File: config.mk
export PLATFORM = sky130hd
export DESIGN_NAME = noc_vc_link_scheduler
export DESIGN_NICKNAME = d
export VERILOG_FILES = /design/src/rtl/noc_vc_link_scheduler_pkg.sv /design/src/rtl/noc_rr_arbiter.sv /design/src/rtl/noc_vc_link_scheduler.sv
export SDC_FILE = /design/constraint.sdc
export NUM_CORES = 1
export LEC_CHECK = 0
export CAP_MARGIN = 20
export CORE_UTILIZATION = 39
export CTS_CLUSTER_SIZE = 30
export DETAILED_ROUTE_END_ITERATION = 12
export HOLD_SLACK_MARGIN = 0.1
export MAX_ROUTING_LAYER = met4
export PLACE_DENSITY = 0.82
export SLEW_MARGIN = 20
export SYNTH_ARGS = -nofsm -noshare
export SYNTH_HDL_FRONTEND = slang
export SYNTH_SLANG_ARGS = --single-unit
File: constraint.sdc
create_clock -name clk -period 4.2 [get_ports clk]
set_input_delay 0.84 -clock clk [delete_from_list [all_inputs] [get_ports clk]]
set_output_delay 0.84 -clock clk [all_outputs]
set_load 0.005 [all_outputs]
File: src/rtl/noc_vc_link_scheduler_pkg.sv
// Shared NoC parameters and types used by the link scheduler and its arbiter.
package Noc_parameters;

  localparam int Noc_VC_Channel = 4;
  localparam int Noc_Data_Width = 32;

  typedef logic [$clog2(Noc_VC_Channel)-1:0] vc_idx_t;

  typedef enum logic {
    UNLOCKED = 1'b0,
    LOCKED   = 1'b1
  } lock_state_t;

endpackage

File: src/rtl/noc_rr_arbiter.sv
// Round-robin priority pick: first requester at or above ptr, with wrap-around.
module noc_rr_arbiter
  import Noc_parameters::*;
#(
  parameter int N = Noc_VC_Channel,
  localparam int IDX_W = $clog2(N)
) (
  input  logic [N-1:0]     req,
  input  logic [IDX_W-1:0] ptr,
  output logic [N-1:0]     grant,
  output logic [IDX_W-1:0] grant_idx,
  output logic             grant_valid
);

  always_comb begin
    int idx;
    grant       = '0;
    grant_idx   = '0;
    grant_valid = 1'b0;
    idx         = 0;
    for (int k = 0; k < N; k++) begin
      idx = int'(ptr) + k;
      if (idx >= N) idx = idx - N;
      if (!grant_valid && req[idx]) begin
        grant[idx]  = 1'b1;
        grant_idx   = IDX_W'(idx);
        grant_valid = 1'b1;
      end
    end
  end

endmodule

File: src/rtl/noc_vc_link_scheduler.sv
// Multiplexes per-VC flit streams onto one registered single-flit link with
// round-robin arbitration, optional packet locking and per-VC framing checks.
module noc_vc_link_scheduler
  import Noc_parameters::*;
#(
  parameter int Channel     = Noc_VC_Channel,
  parameter int Data_width  = Noc_Data_Width,
  parameter bit Lock_Packet = 1'b0
) (
  input  logic                                clk,
  input  logic                                rst,
  input  logic [Channel-1:0]                  in_valid,
  output logic [Channel-1:0]                  in_ready,
  input  logic [Channel-1:0][Data_width-1:0]  in_flit,
  input  logic [Channel-1:0]                  in_is_header,
  input  logic [Channel-1:0]                  in_is_tail,
  output logic [Channel-1:0]                  out_valid,
  input  logic [Channel-1:0]                  out_ready,
  input  logic [Channel-1:0]                  out_vc_ready,
  output logic [Data_width-1:0]               out_flit,
  output logic                                out_is_header,
  output logic                                out_is_tail,
  output logic                                proto_err
);

  localparam int IDX_W = $clog2(Channel);

  logic                  slot_valid_reg;
  logic [IDX_W-1:0]      slot_vc_reg;
  logic [Data_width-1:0] slot_flit_reg;
  logic                  slot_hdr_reg;
  logic                  slot_tail_reg;
  logic [IDX_W-1:0]      rr_ptr_reg;
  lock_state_t           lock_state_reg;
  logic [IDX_W-1:0]      lock_vc_reg;
  logic                  proto_err_reg;

  logic                  slot_drain;
  logic                  slot_free;
  logic [Channel-1:0]    eligible;
  logic [Channel-1:0]    req;
  logic [Channel-1:0]    grant;
  logic [IDX_W-1:0]      grant_idx;
  logic                  grant_valid;
  logic                  grant_hdr;
  logic                  grant_tail;
  logic                  grant_err;
  logic [Channel-1:0]    pkt_open;
  logic [IDX_W-1:0]      rr_ptr_next;

  assign slot_drain = slot_valid_reg && out_ready[slot_vc_reg];
  assign slot_free  = !slot_valid_reg || slot_drain;

  for (genvar gi = 0; gi < Channel; gi++) begin : g_vc
    logic holds_vc;
    logic lock_ok;
    logic pkt_open_reg;

    assign holds_vc     = slot_valid_reg && (slot_vc_reg == IDX_W'(gi));
    assign lock_ok      = (lock_state_reg == UNLOCKED) || (lock_vc_reg == IDX_W'(gi));
    assign eligible[gi] = in_valid[gi] && out_vc_ready[gi] && !(holds_vc && !slot_drain) && lock_ok;
    assign out_valid[gi] = holds_vc;
    assign pkt_open[gi]  = pkt_open_reg;

    // Tail wins over header so a single-flit packet leaves the VC closed.
    always_ff @(posedge clk) begin
      if (rst) begin
        pkt_open_reg <= 1'b0;
      end else if (grant[gi]) begin
        if (in_is_tail[gi])        pkt_open_reg <= 1'b0;
        else if (in_is_header[gi]) pkt_open_reg <= 1'b1;
      end
    end
  end

  assign req      = (rst || !slot_free) ? '0 : eligible;
  assign in_ready = grant;

  noc_rr_arbiter #(
    .N (Channel)
  ) u_arb (
    .req         (req),
    .ptr         (rr_ptr_reg),
    .grant       (grant),
    .grant_idx   (grant_idx),
    .grant_valid (grant_valid)
  );

  assign grant_hdr   = in_is_header[grant_idx];
  assign grant_tail  = in_is_tail[grant_idx];
  assign grant_err   = grant_valid && (grant_hdr ? pkt_open[grant_idx] : !pkt_open[grant_idx]);
  assign rr_ptr_next = (grant_idx == IDX_W'(Channel - 1)) ? '0 : grant_idx + IDX_W'(1);

  // A new grant overwrites the slot in the same edge it drains, so no bubble.
  always_ff @(posedge clk) begin
    if (rst) begin
      slot_valid_reg <= 1'b0;
      slot_vc_reg    <= '0;
      slot_flit_reg  <= '0;
      slot_hdr_reg   <= 1'b0;
      slot_tail_reg  <= 1'b0;
      rr_ptr_reg     <= '0;
    end else if (grant_valid) begin
      slot_valid_reg <= 1'b1;
      slot_vc_reg    <= grant_idx;
      slot_flit_reg  <= in_flit[grant_idx];
      slot_hdr_reg   <= grant_hdr;
      slot_tail_reg  <= grant_tail;
      rr_ptr_reg     <= rr_ptr_next;
    end else if (slot_drain) begin
      slot_valid_reg <= 1'b0;
    end
  end

  always_ff @(posedge clk) begin
    if (rst) begin
      lock_state_reg <= UNLOCKED;
      lock_vc_reg    <= '0;
    end else if (Lock_Packet && grant_valid) begin
      case (lock_state_reg)
        UNLOCKED: begin
          if (grant_hdr && !grant_tail) begin
            lock_state_reg <= LOCKED;
            lock_vc_reg    <= grant_idx;
          end
        end
        LOCKED: begin
          if (grant_tail) lock_state_reg <= UNLOCKED;
        end
        default: lock_state_reg <= UNLOCKED;
      endcase
    end
  end

  always_ff @(posedge clk) begin
    if (rst)            proto_err_reg <= 1'b0;
    else if (grant_err) proto_err_reg <= 1'b1;
  end

  assign out_flit      = slot_flit_reg;
  assign out_is_header = slot_hdr_reg;
  assign out_is_tail   = slot_tail_reg;
  assign proto_err     = proto_err_reg;

endmodule

==> results of run 1 <==
## cells in the mapped netlist, types with 2 or more instances
master and number:
a211oi_1 5, a21oi_1 11, a311o_1 2, a31o_2 33, and2_1 2, and3_1 5, and4b_1 2, buf_1 2
buf_2 12, buf_4 4, buf_6 3, clkbuf_1 21, dfxtp_1 44, ha_1 8, inv_1 15, mux2i_1 8
mux4_2 5, nand2_1 141, nand3_1 68, nor2_1 4, nor3b_1 35, o211ai_1 4, o2bb2ai_1 4, o41ai_1 4
## critical path, delay by kind of cell
| kind | cells | cell delay (ns) |
|---|---|---|
| buffers and inverters | 2 | 1.05 |
| and+or+nand+nor | 1 | 0.15 |
| AOI/OAI and AO/OA | 1 | 0.25 |
| muxes | 3 | 0.95 |
## power groups by stage
stage          combinational [uW]  sequential, uW  clock [uW]
2_1_floorplan                1180             670           0
5_1_grt                      2120             660         382
6_report                     1950             639         353
3_3_place_gp                 1910             645           0
4_1_cts                      1950             640         362
3_5_place_dp                 1940             650           0
## cell type report
class                      count  area [sq um]  area share (%)
clock inverter                 1          30.0           0.548
multi-input combinational    362          2240            40.9
inverter                      15          56.3            1.03
sequential                    44           881            16.1
clock buffer                   7          96.3            1.76
timing repair buffer         207          2040            37.3
tap                          105           131            2.40
## worst paths after layout
kind | from | to | slack, ns | cells past startpoint
worst min-delay path | out_is_header | out_is_header | 0.46 | 2
worst max-delay path | in_valid[3] | in_ready[0] | 0.11 | 7
worst min register to register | out_is_header | out_is_header | 0.46 | 2
worst max register to register | rr_ptr_reg[1] | out_flit[13] | 1.26 | 9
## cell families (layout without fill, tap and decap cells)
family	Yosys count	after routing	synth area share, %
simple gates	265	265	38.3
flops	44	44	26.2
fa+ha+maj	8	8	2.98
compound gates	76	76	18.9
mux	13	13	5.73
buf+inv	57	230	7.92
## per-stage QoR
| stage | utilization [%] | worst slack, ns |
|---|---|---|
| 5_1_grt | 66.0 | 0.00544 |
| 3_5_place_dp | 64.4 | 0.0232 |
| 3_3_place_gp | 64.4 | 0.0872 |
| 2_1_floorplan | - | 1.15 |
| 6_report | 66.0 | 0.110 |
| 4_1_cts | 65.9 | 0.00684 |
## per-layer routing
layer	vias up	track usage, %
li1	1970	-
met1	1853	26.6
met2	170	43.9
met3	18	4.27
met4	0	7.32
met5	-	-
## timing repair
item,CTS,global route
setup endpoints to repair,0,4
gates resized for setup,0,1
hold endpoints to repair,0,0
hold buffers,0,0
==> impl_metrics.py, run 1 <==
metrics = {
    "run_status": {
        "status": "complete, no violations",
    },
    "layout": {
        "antenna_cells": 0,
        "drive_above_1_share_pct": 11.5,
        "final_cell_area_sq_mm": 0.00548,
        "largest_reg_flops": 32,
        "nFillCells": 709,
        "final_common_cell": "clkdlybuf4s50_1",
        "layout.cells.non_filler": 741,
        "area_growth_syn_to_layout_pct": 62.9,
        "final_cell_mix": "191 x clkdlybuf4s50_1, 141 x nand2_1, 68 x nand3_1",
        "layout.nets": 793,
    },
    "yosys": {
        "synth-async-reset-ratio_pct": 0,
        "synth_warnings": 0,
        "syn_nets": 621,
        "synth_cells": 463,
        "synthTopCellsByArea": "dfxtp_1 26%, nand2_1 16%, nand3_1 10%",
        "synth_seq_cells": 44,
        "synth.distinct_cells": 45,
        "synth_edf_count": 0,
        "syn_area_sq_mm": 0.00336,
        "synth_ff_type": "dfxtp_1",
        "ys_seq_area_share_pct": 26.2,
        "synth_top_area_share_pct": 26.2,
        "syn_avg_cell_area_sq_um": 7.26,
        "synth_area_leader_cell": "dfxtp_1",
    },
    "detailed_routing": {
        "highest-signal-layer": "met4",
        "dr_wl_met3_microns": 796,
        "drt_pass1_iterations": 4,
        "drc": 0,
        "viasPerCell": 5.41,
        "antenna_left": 0,
        "routed_wl_microns": 11200,
        "routed-wl-met2_microns": 5600,
        "wl_met1_microns": 4500,
        "drt-initial-drc-count": 141,
        "routedWlPerCell_microns": 15.0,
        "dr_total_vias": 4011,
    },
    "power_and_ir_drop": {
        "switching_power_uw": 1190,
        "p_seq_share_pct": 21.7,
        "power.leakage_uw": 0.00217,
        "p_int_uw": 1750,
        "clockPowerShare_pct": 12.0,
        "ir_drop_uv": 259,
        "power_uw": 2940,
        "power_switching_share_pct": 40.4,
        "powerDensity_mw_per_mm2": 537,
        "power_frac_comb_pct": 66.2,
    },
    "critical_path": {
        "critPathLaunchType": "input pin",
        "criticalPathCategory": "input pin to primary output",
        "end_kind": "primary output",
        "slowest_stage": "mux4_2",
        "crit_arrival_ns": 3.25,
        "slowest_delay_ns": 0.63,
        "worstPathRequired_ns": 3.36,
        "critPathMaxFanout": 7,
        "crit_chain": "clkdlybuf4s50_1 > nand2_1 > mux4_2 > mux2i_1 > mux2i_1 > o2bb2ai_1 > clkdlybuf4s50_1",
    },
    "sta": {
        "tns_ns": 0,
        "setup_viol_count_final": 0,
        "tightest_slew_ns": 0.534,
        "rsz0062_at_grt": "false",
        "fmax_ghz": 0.245,
        "fin_skew_ns": 0.0110,
        "finalCritPeriodShare_pct": 97.4,
        "hold_violations": 0,
        "hold_ws_ns": 0.455,
        "period_needed_ns": 4.09,
        "slew_viol_final": 0,
        "maxSlewHeadroom_pct": 64.4,
    },
    "die": {
        "start_util_pct": 40.5,
        "die_h_microns": 94.9,
        "dieArea_sq_mm": 0.00900,
        "row_count": 33,
        "ios": 193,
        "die_w_microns": 94.9,
        "core_region_area_sq_mm": 0.00830,
    },
    "grt": {
        "grt_pass1_vias": 3542,
        "grt_start_max_net_pins": 69,
        "grt_usage_pct": 24.2,
        "grt_remaining_overflow": 0,
        "antenna_found_initial": 0,
        "grt_first_pass_wirelength_microns": 16500,
    },
    "clock_tree": {
        "clkTransAtPathRegs_ns": 0.08,
        "cts_tree": "built",
        "cts_buffers": 5,
        "h-tree-depth": 2,
        "cts_root_buffer": "clkbuf_8",
        "clockBufferDepth": 2,
        "worstSkewPairLatency_ns": 0.29,
        "cts_setup_buffers": 0,
        "clock_sinks": 44,
    },
    "placed_design": {
        "gp_routability_congestion": 1.01,
        "placed_area_sq_mm": 0.00535,
        "port_buffers": 192,
        "place_inst": 733,
        "dp_hpwl_microns": 8410,
    },
    "job": {
        "max_cap_viol_count": 0,
    },
    "worst_hold_path": {
        "hold_class": "flop to flop",
    },
}
Power figures use the tool's default switching activity.
==> run 2: changes to the inputs <==
Settings changed: GPL_ROUTABILITY_DRIVEN from default to 0.
==> impl_metrics.py, run 2 (synthesis gave the netlist of run 1 again) <==
metrics = {
    "critical_path": {
        "crit_arrival_ns": 3.30,
        "cp_common_cell": "clkdlybuf4s50_1",
        "cp.buffers_inverters": 3,
        "worstPathRequired_ns": 3.36,
        "end_kind": "primary output",
        "path_depth": 8,
        "slowest_stage": "mux4_2",
        "critPathLaunchType": "input pin",
        "criticalPathCategory": "input pin to primary output",
        "slowest_delay_ns": 0.60,
        "reg2reg_depth": 9,
        "rrSetupSlack_ns": 1.27,
        "crit_chain": "clkdlybuf4s50_1 > nand2_1 > mux4_2 > and3_4 > nor3b_2 > buf_4 > o2bb2ai_1 > clkdlybuf4s50_1",
        "critPathMaxFanout": 7,
        "cp_top_family": "buffers and inverters",
    },
    "clock_tree": {
        "hold_buffers": 0,
        "cts_tree": "built",
        "cts_buffers": 5,
        "clock_sinks": 44,
        "clkTransAtPathRegs_ns": 0.08,
        "h-tree-depth": 2,
        "worstSkewPairLatency_ns": 0.29,
        "clockBufferDepth": 2,
        "cts_root_buffer": "clkbuf_8",
    },
    "grt": {
        "antenna_found_initial": 0,
        "grt_first_pass_wirelength_microns": 16800,
        "grt_usage_pct": 24.4,
        "grt_pass1_vias": 3723,
        "grt_start_max_net_pins": 69,
        "grt_remaining_overflow": 0,
    },
    "sta": {
        "setup_viol_count_final": 0,
        "tns_ns": 0,
        "maxSlewHeadroom_pct": 66.1,
        "fin_skew_ns": 0.00465,
        "tightest_slew_ns": 0.509,
        "period_needed_ns": 4.14,
        "hold_violations": 0,
        "fmax_ghz": 0.242,
        "slew_viol_final": 0,
        "finalCritPeriodShare_pct": 98.5,
    },
    "power_and_ir_drop": {
        "power.leakage_uw": 0.00217,
        "p_int_uw": 1690,
        "power_uw": 2880,
        "power_frac_comb_pct": 67.9,
        "p_seq_share_pct": 22.4,
        "clockPowerShare_pct": 9.7,
        "ir_drop_uv": 272,
        "switching_power_uw": 1190,
        "power_switching_share_pct": 41.4,
        "powerDensity_mw_per_mm2": 526,
    },
    "layout": {
        "drive_above_1_share_pct": 12.1,
        "antenna_cells": 0,
        "final_common_cell": "clkdlybuf4s50_1",
        "layout.nets": 795,
        "nFillCells": 691,
        "utilization_pct": 66.0,
        "largest_reg_flops": 32,
        "final_cell_area_sq_mm": 0.00548,
        "multi_input_area_sq_mm": 0.00226,
        "area_growth_syn_to_layout_pct": 62.8,
        "register_area_sq_um": 881,
        "final_cell_mix": "191 x clkdlybuf4s50_1, 139 x nand2_1, 68 x nand3_1",
    },
    "die": {
        "row_count": 33,
        "die_w_microns": 94.9,
        "die_h_microns": 94.9,
        "ios": 193,
        "start_util_pct": 40.5,
        "dieArea_sq_mm": 0.00900,
        "core_region_area_sq_mm": 0.00830,
    },
    "detailed_routing": {
        "routedWlPerCell_microns": 15.2,
        "viasPerCell": 5.44,
        "routed_wl_microns": 11300,
        "drc": 0,
        "dr_total_vias": 4041,
        "antenna_left": 0,
        "drt-initial-drc-count": 153,
        "drt_pass1_iterations": 4,
    },
    "job": {
        "max_cap_viol_count": 0,
    },
    "run_status": {
        "status": "complete, no violations",
    },
    "worst_hold_path": {
        "hold_class": "flop to flop",
        "holdPathStages": 2,
    },
    "placed_design": {
        "port_buffers": 192,
        "dp_hpwl_microns": 8370,
        "placed_area_sq_mm": 0.00535,
    },
}
## run 2: changes by cell type in the layout (fill, tap and decap cells not counted), sizes merged
cell,previous run,this run
buf,16,18
bufinv,1,0
clkbuf,7,8
## run 2: per-stage QoR
step                      instances  setup slack (ns)  hold slack (ns)
after global placement          733            0.0306            0.447
after floorplan                 463              1.15            0.453
after CTS                       741           0.00131            0.466
final                           743            0.0609            0.472
after global routing            743          -0.00368            0.499
after detailed placement        733           -0.0592            0.455
## run 2: final cells by class
type	count	share of cell area (%)
sequential	44	16.1
clock buffer	8	1.64
timing repair buffer	209	37.6
inverter	15	1.03
multi-input combinational	362	41.3
tap	105	2.40
## run 2: path summary, 6_finish.rpt
kind | to | from
hold / removal | out_is_header | out_is_header
setup reg to reg | proto_err | rr_ptr_reg[0]
hold reg to reg | out_is_header | out_is_header
setup / recovery | in_ready[3] | in_valid[0]
## run 2: what timing repair did
| item | in CTS | in global routing |
|---|---|---|
| gates cloned | 0 | 0 |
| buffers inserted | 0 | 2 |
| endpoints found under the hold margin | 0 | 0 |
| resized for setup | 1 | 6 |
| endpoints found under the setup margin | 4 | 4 |
## run 2: power by group through the flow
stage	registers (uW)	clock network (uW)	logic, uW
6_report	645	278	1960
5_1_grt	665	297	2130
4_1_cts	646	286	1930
3_5_place_dp	656	0	1920
3_3_place_gp	645	0	1870
2_1_floorplan	670	0	1180
## run 2: layer usage
layer	share of wire (%)	up-vias	global-route usage, %
met3	7.9	25	5.07
li1	-	1993	-
met2	50	178	44.1
met4	2.3	0	8.84
met5	0	-	-
met1	40	1845	26.2
## run 2: tightest hold or removal path, stage by stage, from the launching register on
cell and delay (ns):
dfxtp_1 0.32, nand2_1 0.05, a21oi_1 0.06
